[src/rtl/serial_subtractor_pkg.sv]
// Shared definitions for the bit-serial subtractor: FSM state encoding.
package serial_subtractor_pkg;

  typedef enum logic [1:0] {
    IDLE = 2'd0,
    BUSY = 2'd1,
    DONE = 2'd2
  } state_t;

endpackage

[src/rtl/full_subtractor.sv]
// 1-bit full subtractor: d = x - y - bin, with borrow out.
module full_subtractor (
  input  logic x,
  input  logic y,
  input  logic bin,
  output logic d,
  output logic bout
);

  assign d    = x ^ y ^ bin;
  assign bout = (~x & y) | (~(x ^ y) & bin);

endmodule

[src/rtl/serial_subtractor.sv]
// Bit-serial unsigned subtractor: diff = a - b over WIDTH cycles, LSB first.
// Handshake: start is sampled only in IDLE; busy covers BUSY and DONE; done pulses for one cycle with diff/borrow valid.
module serial_subtractor
  import serial_subtractor_pkg::*;
#(
  parameter int WIDTH = 8
) (
  input  logic             clk,
  input  logic             rst,
  input  logic             start,
  input  logic [WIDTH-1:0] a,
  input  logic [WIDTH-1:0] b,
  output logic             busy,
  output logic             done,
  output logic [WIDTH-1:0] diff,
  output logic             borrow
);

  localparam int CNT_W = $clog2(WIDTH + 1);
  localparam logic [CNT_W-1:0] LAST_CNT = CNT_W'(WIDTH - 1);

  state_t           state;
  state_t           state_next;
  logic [WIDTH-1:0] sa;
  logic [WIDTH-1:0] sb;
  logic [WIDTH-1:0] sd;
  logic [WIDTH-1:0] sd_next;
  logic             bff;
  logic [CNT_W-1:0] cnt;
  logic             d;
  logic             bout;
  logic             last_bit;

  full_subtractor u_fs (
    .x   (sa[0]),
    .y   (sb[0]),
    .bin (bff),
    .d   (d),
    .bout(bout)
  );

  // Shift form keeps WIDTH=1 legal: the new bit lands in the MSB.
  assign sd_next  = (sd >> 1) | (WIDTH'(d) << (WIDTH - 1));
  assign last_bit = (cnt == LAST_CNT);
  assign busy     = (state != IDLE);
  assign done     = (state == DONE);

  always_ff @(posedge clk) begin
    if (rst) state <= IDLE;
    else     state <= state_next;
  end

  always_comb begin
    state_next = state;
    case (state)
      IDLE:    if (start) state_next = BUSY;
      BUSY:    if (last_bit) state_next = DONE;
      DONE:    state_next = IDLE;
      default: state_next = IDLE;
    endcase
  end

  always_ff @(posedge clk) begin
    if (rst) begin
      sa     <= '0;
      sb     <= '0;
      sd     <= '0;
      bff    <= 1'b0;
      cnt    <= '0;
      diff   <= '0;
      borrow <= 1'b0;
    end else begin
      case (state)
        IDLE: begin
          if (start) begin
            sa  <= a;
            sb  <= b;
            sd  <= '0;
            bff <= 1'b0;
            cnt <= '0;
          end
        end
        BUSY: begin
          sa  <= sa >> 1;
          sb  <= sb >> 1;
          sd  <= sd_next;
          bff <= bout;
          cnt <= cnt + CNT_W'(1);
          // Publish only on the final bit so consumers never see a partial result.
          if (last_bit) begin
            diff   <= sd_next;
            borrow <= bout;
          end
        end
        default: ;
      endcase
    end
  end

endmodule

[config.mk]
export PLATFORM = sky130hd
export DESIGN_NAME = serial_subtractor
export DESIGN_NICKNAME = d
export VERILOG_FILES = /design/src/rtl/serial_subtractor_pkg.sv /design/src/rtl/full_subtractor.sv /design/src/rtl/serial_subtractor.sv
export SDC_FILE = /design/constraint.sdc
export NUM_CORES = 1
export LEC_CHECK = 0
export ABC_AREA = 1
export CAP_MARGIN = 0
export CORE_AREA = 2 2 69 71
export DETAILED_ROUTE_END_ITERATION = 10
export DIE_AREA = 0 0 71 73
export SLEW_MARGIN = 20
export SYNTH_ARGS = -nofsm -noshare
export SYNTH_HDL_FRONTEND = slang
export SYNTH_HIERARCHICAL = 1
export SYNTH_SLANG_ARGS = --single-unit
[constraint.sdc]
create_clock -name clk -period 1.57 [get_ports clk]
set_input_delay 0.3925 -clock clk [delete_from_list [all_inputs] [get_ports clk]]
set_output_delay 0.3925 -clock clk [all_outputs]
set_load 0.01 [all_outputs]
==> results of run 1 <==
-- state kept, by name, indices dropped and copies added (netlist names) --
name and flops:
borrow 1, sa 8, diff 8, bff 1, state 2, sd 7, cnt 4, sb 8
-- stage by stage --
step           util (%)  std cells   TNS, ns  setup WS [ns]  hold slack (ns)
5_1_grt            49.2        343         0        0.00270            0.492
3_5_place_dp       46.6        336  -0.00339       -0.00195            0.456
2_1_floorplan         -        254         0          0.303            0.447
4_1_cts            48.7        343         0        0.00759            0.465
6_report           49.2        343         0         0.0354            0.465
3_3_place_gp       46.6        336         0         0.0135            0.448
-- Yosys cell counts (2+ instances only) --
library cell,count
o22ai_1,5
a21oi_1,5
nand3_1,36
buf_2,6
clkbuf_1,3
o21ai_0,6
nand3b_1,2
inv_1,32
nand2_1,64
nand2_2,2
nor2_1,47
dfxtp_1,39
-- area by class of cell --
cell class              count  area share (%)
well taps                  54            3.03
inverters                  32            5.38
multi-input cells         171            34.5
flip-flops and latches     39            35.2
repair buffers             40            17.9
clock buffers               6            3.70
clock inverters             1           0.224
-- cells by family after synthesis --
family / synth area share (%)
AND/OR/NAND/NOR: 37.2
buffers and inverters: 10.7
flip-flops: 45.3
AO/OA/AOI/OAI: 5.00
adder cells (fa/ha/maj): 1.89
-- layer usage --
layer / GRT usage, % / vias up / wire, um
li1: - / 851 / -
met1: 19.1 / 686 / 1690
met2: 26.5 / 30 / 1670
met3: 4.28 / 5 / 152
met4: 6.29 / 0 / 50
met5: 0 / - / 0
-- timing repair --
item | CTS | global route
endpoints found under the setup margin | 2 | 12
hold buffers | 0 | 0
resized for setup | 6 | 9
-- worst paths after layout --
path | start | to | slack [ns]
min | diff[7] | diff[7] | 0.46
max reg2reg | state[1] | sd[1] | 0.26
max | diff[1] | diff[1] | 0.04
min reg2reg | diff[7] | diff[7] | 0.46
-- power by group through the flow --
stage	Sequential (W)	Combinational [W]	Clock, W
2_1_floorplan	0.00106	0.000139	0
3_3_place_gp	0.00106	0.000233	0
3_5_place_dp	0.00106	0.000234	0
4_1_cts	0.00104	0.000234	0.000722
5_1_grt	0.00104	0.000266	0.000757
6_report	0.00104	0.000231	0.000695
==> results.json, run 1 <==
{
  "status": "completed",
  "grt_overflow_total": 0,
  "worst-path-stages": 1,
  "seqCellArea_um2": 786,
  "antenna_left": 0,
  "cts_root_buf": "clkbuf_8",
  "clkSinkCount": 39,
  "netlist_area_um2": 1730,
  "nFillCells": 469,
  "timing.final.crit_share_pct": 97.7,
  "crit_buf_inv": 1,
  "drive_gt1_share_pct": 9.00,
  "worst_pin_slew_ns": 0.271,
  "postCtsSetupBuffers": 0,
  "clock_power_share_pct": 35.4,
  "clk_pin_slew_ns": 0.07,
  "switching_share_pct": 25.1,
  "worstPathRequired_ns": 1.18,
  "core_area_um2": 4540,
  "setup_viol": 0,
  "synth_ff_type": "dfxtp_1",
  "htree_levels": 2,
  "cp-end-kind": "output port",
  "synth_seq_cells": 39,
  "gp_congestion": 0.766,
  "hpwlAfterDp_um": 2400,
  "max_stage_delay_ns": 0.53,
  "drt_wl_total_um": 3560,
  "io_buffers": 29,
  "combinationalPowerShare_pct": 11.8,
  "cp-start-kind": "register",
  "rr_worst_depth": 6,
  "maxSlewViolCount": 0,
  "synthDistinctLibCells": 19,
  "postLayoutCellArea_um2": 2230,
  "drt_pass1_iterations": 4,
  "powerDensity_nw_per_um2": 879,
  "grt_usage_pct": 15.7,
  "synth_area_leaders": "dfxtp_1 45%, nand2_1 14%, nand3_1 10%, nor2_1 10%, inv_1 7.0%",
  "die_x_um": 71,
  "layout_common_cells": "63 x nand2_1, 46 x nor2_1, 37 x dfxtp_1, 36 x nand3_1, 32 x inv_1",
  "wl_per_cell_um": 10.4,
  "crit_type": "register to output port",
  "netlist_instances": 254,
  "grt_first_pass_wirelength_um": 6380,
  "postPlaceCellArea_um2": 2110,
  "yosysWarnings": 6,
  "drv_cap": 0,
  "hold_path_class": "register to register",
  "p_leak_nw": 1.15,
  "timing.fmax_mhz": 652,
  "intPower_w": 0.00147,
  "path_cells": "clkdlybuf4s50_1",
  "synth_edf_count": 0,
  "slew_headroom_pct": 81.9,
  "fin_skew_ns": 0.00756,
  "switchingPower_w": 0.000493,
  "finish.net_count": 310,
  "yosysSeqAreaShare_pct": 45.3,
  "vias": 1572,
  "final_common_cell": "nand2_1",
  "path_delay_family": "buffers and inverters",
  "clockBufferDepth": 2,
  "drc": 0,
  "worstPathMaxFanout": 2,
  "grt_max_degree": 34,
  "synthArstFlopShare_pct": 0,
  "synthesis.nets": 275,
  "areaGrowthSynthToFinish_pct": 29.4,
  "insertion_delay_ns": 0.30,
  "seqPwrFrac_pct": 52.9,
  "avgSynthCellArea_um2": 6.79,
  "synth_top_area_cell": "dfxtp_1",
  "cts_tree": "done",
  "drt_iter0_drc": 95,
  "antenna_found_initial": 0,
  "ios": 30,
  "grt_pass1_vias": 1434,
  "finalHoldViolCount": 0,
  "rsz0062_at_grt": "false",
  "rows": 25,
  "crit_arrival_ns": 1.14,
  "numCtsBuffers": 5,
  "hold_path_depth": 2,
  "multi_input_area_um2": 771,
  "synth_top_area_share_pct": 45.3,
  "initial_core_util_pct": 38.0,
  "ir_worst_vdd_uv": 359,
  "finalCriticalPeriod_ns": 1.53,
  "totalPowerFinal_w": 0.00196,
  "die_y_um": 73,
  "n_antenna_cell": 0,
  "cpMaxStageDelayCell": "clkdlybuf4s50_1",
  "avgViaCountPerCell": 4.58,
  "design.die.area_um2": 5180
}
No activity file was read; power rests on OpenSTA's default activity.
==> inputs of run 2 (changes only) <==
--- a/config.mk
+++ b/config.mk
@@ -7,9 +7,11 @@
 export LEC_CHECK = 0
 export ABC_AREA = 1
 export CAP_MARGIN = 0
-export CORE_AREA = 2 2 69 71
+export CORE_AREA = 2 2 65 67
 export DETAILED_ROUTE_END_ITERATION = 10
-export DIE_AREA = 0 0 71 73
+export DIE_AREA = 0 0 67 69
+export PLACE_DENSITY = 0.69
+export REMOVE_ABC_BUFFERS = 1
 export SLEW_MARGIN = 20
 export SYNTH_ARGS = -nofsm -noshare
 export SYNTH_HDL_FRONTEND = slang
==> run 2 against run 1 <==
Against the previous run: global-route usage grew 1.6 points; clock power is 6.9% lower; critical endpoint is now diff[6]; sequential power is essentially flat.
==> results.json, run 2 (synthesis gave the netlist of run 1 again) <==
{
  "status": "completed",
  "slew_headroom_pct": 83.7,
  "postCtsSetupBuffers": 0,
  "crit_buf_inv": 1,
  "setup_viol": 0,
  "worstPathRequired_ns": 1.18,
  "path_cells": "clkdlybuf4s50_1",
  "worstSetupStartpoint": "diff[6]",
  "insertion_delay_ns": 0.29,
  "clockBufferDepth": 2,
  "postCtsHoldBufs": 0,
  "cts_tree": "done",
  "drv_cap": 0,
  "wl_per_cell_um": 10.2,
  "clkSinkCount": 39,
  "cp-end-kind": "output port",
  "die_y_um": 69,
  "cpMaxStageDelayCell": "clkdlybuf4s50_1",
  "dp_slack_ns": 0.00187,
  "p_leak_nw": 1.12,
  "r2r_slack_ns": 0.27,
  "rows": 23,
  "placed_cells": 334,
  "hpwlAfterDp_um": 2420,
  "grt_max_degree": 34,
  "drt_iter0_drc": 71,
  "antenna_found_initial": 0,
  "timing.final.crit_share_pct": 98.1,
  "clk_pin_slew_ns": 0.07,
  "grt_pass1_vias": 1504,
  "drt_pass1_iterations": 4,
  "cp-start-kind": "register",
  "layout_common_cells": "63 x nand2_1, 47 x nor2_1, 38 x dfxtp_1, 36 x nand3_1, 32 x inv_1",
  "finish.net_count": 312,
  "drc": 0,
  "cts_root_buf": "clkbuf_8",
  "rr_worst_depth": 7,
  "gp_congestion": 0.820,
  "ios": 30,
  "powerDensity_nw_per_um2": 864,
  "rsz0062_at_grt": "false",
  "crit_type": "register to output port",
  "grt_first_pass_wirelength_um": 6290,
  "maxSlewViolCount": 0,
  "timing.rr.end": "diff[0]",
  "hold_path_class": "register to register",
  "htree_levels": 2,
  "numCtsBuffers": 5,
  "grt_usage_pct": 17.3,
  "initial_core_util_pct": 44.1,
  "reg_top3": "diff x8, sa x8, sb x8",
  "timing.final.ws_setup_ns": 0.0296,
  "core_area_um2": 3910,
  "areaGrowthSynthToFinish_pct": 28.6,
  "finalCriticalPeriod_ns": 1.54,
  "die_x_um": 67,
  "path_delay_family": "buffers and inverters",
  "r2r-start": "cnt[0]",
  "hold_path_depth": 2,
  "vias": 1598,
  "avgViaCountPerCell": 4.67,
  "design.die.area_um2": 4620,
  "endpoint": "diff[6]",
  "drive_gt1_share_pct": 8.56,
  "worst_pin_slew_ns": 0.244,
  "worstPathMaxFanout": 2,
  "worst-path-stages": 1,
  "final_cells": 342,
  "tns_ns": 0,
  "io_buffers": 29,
  "ir_worst_vdd_uv": 439,
  "grt_overflow_total": 0,
  "finalHoldViolCount": 0,
  "antenna_left": 0,
  "drt_wl_total_um": 3500,
  "n_antenna_cell": 0,
  "fin_skew_ns": 0.00398,
  "crit_arrival_ns": 1.15,
  "final_common_cell": "nand2_1",
  "max_stage_delay_ns": 0.53,
  "timing.fmax_mhz": 649
}
run 2: cell count changes in the layout (fill, tap and decap cells not counted), sizes merged:
cell           before  now
clkdlybuf4s50      20   22
dlymetal6s2s        7    5
buf                11   13
clkbuf              6    7
run 2: per-layer routing:
metal | track usage, % | vias up | part of all wire (%)
met5 | 0 | - | 0
met4 | 6.35 | 0 | 1.9
met3 | 5.06 | 9 | 4.1
met2 | 27.4 | 32 | 45
met1 | 22.1 | 698 | 49
li1 | - | 859 | -
run 2: tightest hold or removal path, delay by kind of cell (launching register included):
kind             cells  cell delay (ns)
DFF                  1             0.32
and+or+nand+nor      2             0.10
run 2: how the worst min path moves through the flow:
stage | from | endpoint | slack (ns)
detailed placement | diff[7] | diff[7] | 0.46
global placement | diff[1] | diff[1] | 0.45
global route | state[0] | state[0] | 0.48
floorplan | cnt[0] | cnt[0] | 0.45
CTS | state[0] | state[0] | 0.47
finish | diff[7] | diff[7] | 0.46
run 2: report_power, final:
| group | internal [W] | leakage [nW] | switching [W] | total [W] |
|---|---|---|---|---|
| sequential | 0.00102 | 0.317 | 0.0000192 | 0.00104 |
| combinational | 0.000108 | 0.756 | 0.000123 | 0.000231 |
| clock | 0.000312 | 0.0422 | 0.000336 | 0.000647 |
| total | 0.00144 | 1.12 | 0.000477 | 0.00192 |
run 2: per-stage QoR:
step / total power, W / hold slack [ns] / cell area [um^2] / utilization (%)
floorplan: 0.00117 / 0.447 / 1660 / -
global placement: 0.00129 / 0.449 / 2120 / 54.3
detailed placement: 0.00130 / 0.456 / 2120 / 54.3
CTS: 0.00194 / 0.466 / 2200 / 56.3
global route: 0.00201 / 0.484 / 2220 / 56.7
finish: 0.00192 / 0.462 / 2220 / 56.7
run 2: area by class of cell:
cell class / count / area (um^2)
Clock buffer: 7 / 76.3
Clock inverter: 1 / 5.00
Fill cell: 400 / 1690
Inverter: 32 / 120
Multi-Input combinational cell: 171 / 763
Sequential cell: 39 / 782
Tap cell: 50 / 62.6
Timing Repair Buffer: 42 / 410
run 2: repair_timing:
item | CTS | global route
endpoints found under the setup margin | 2 | 10
endpoints found under the hold margin | 0 | 0
resized for setup | 3 | 6
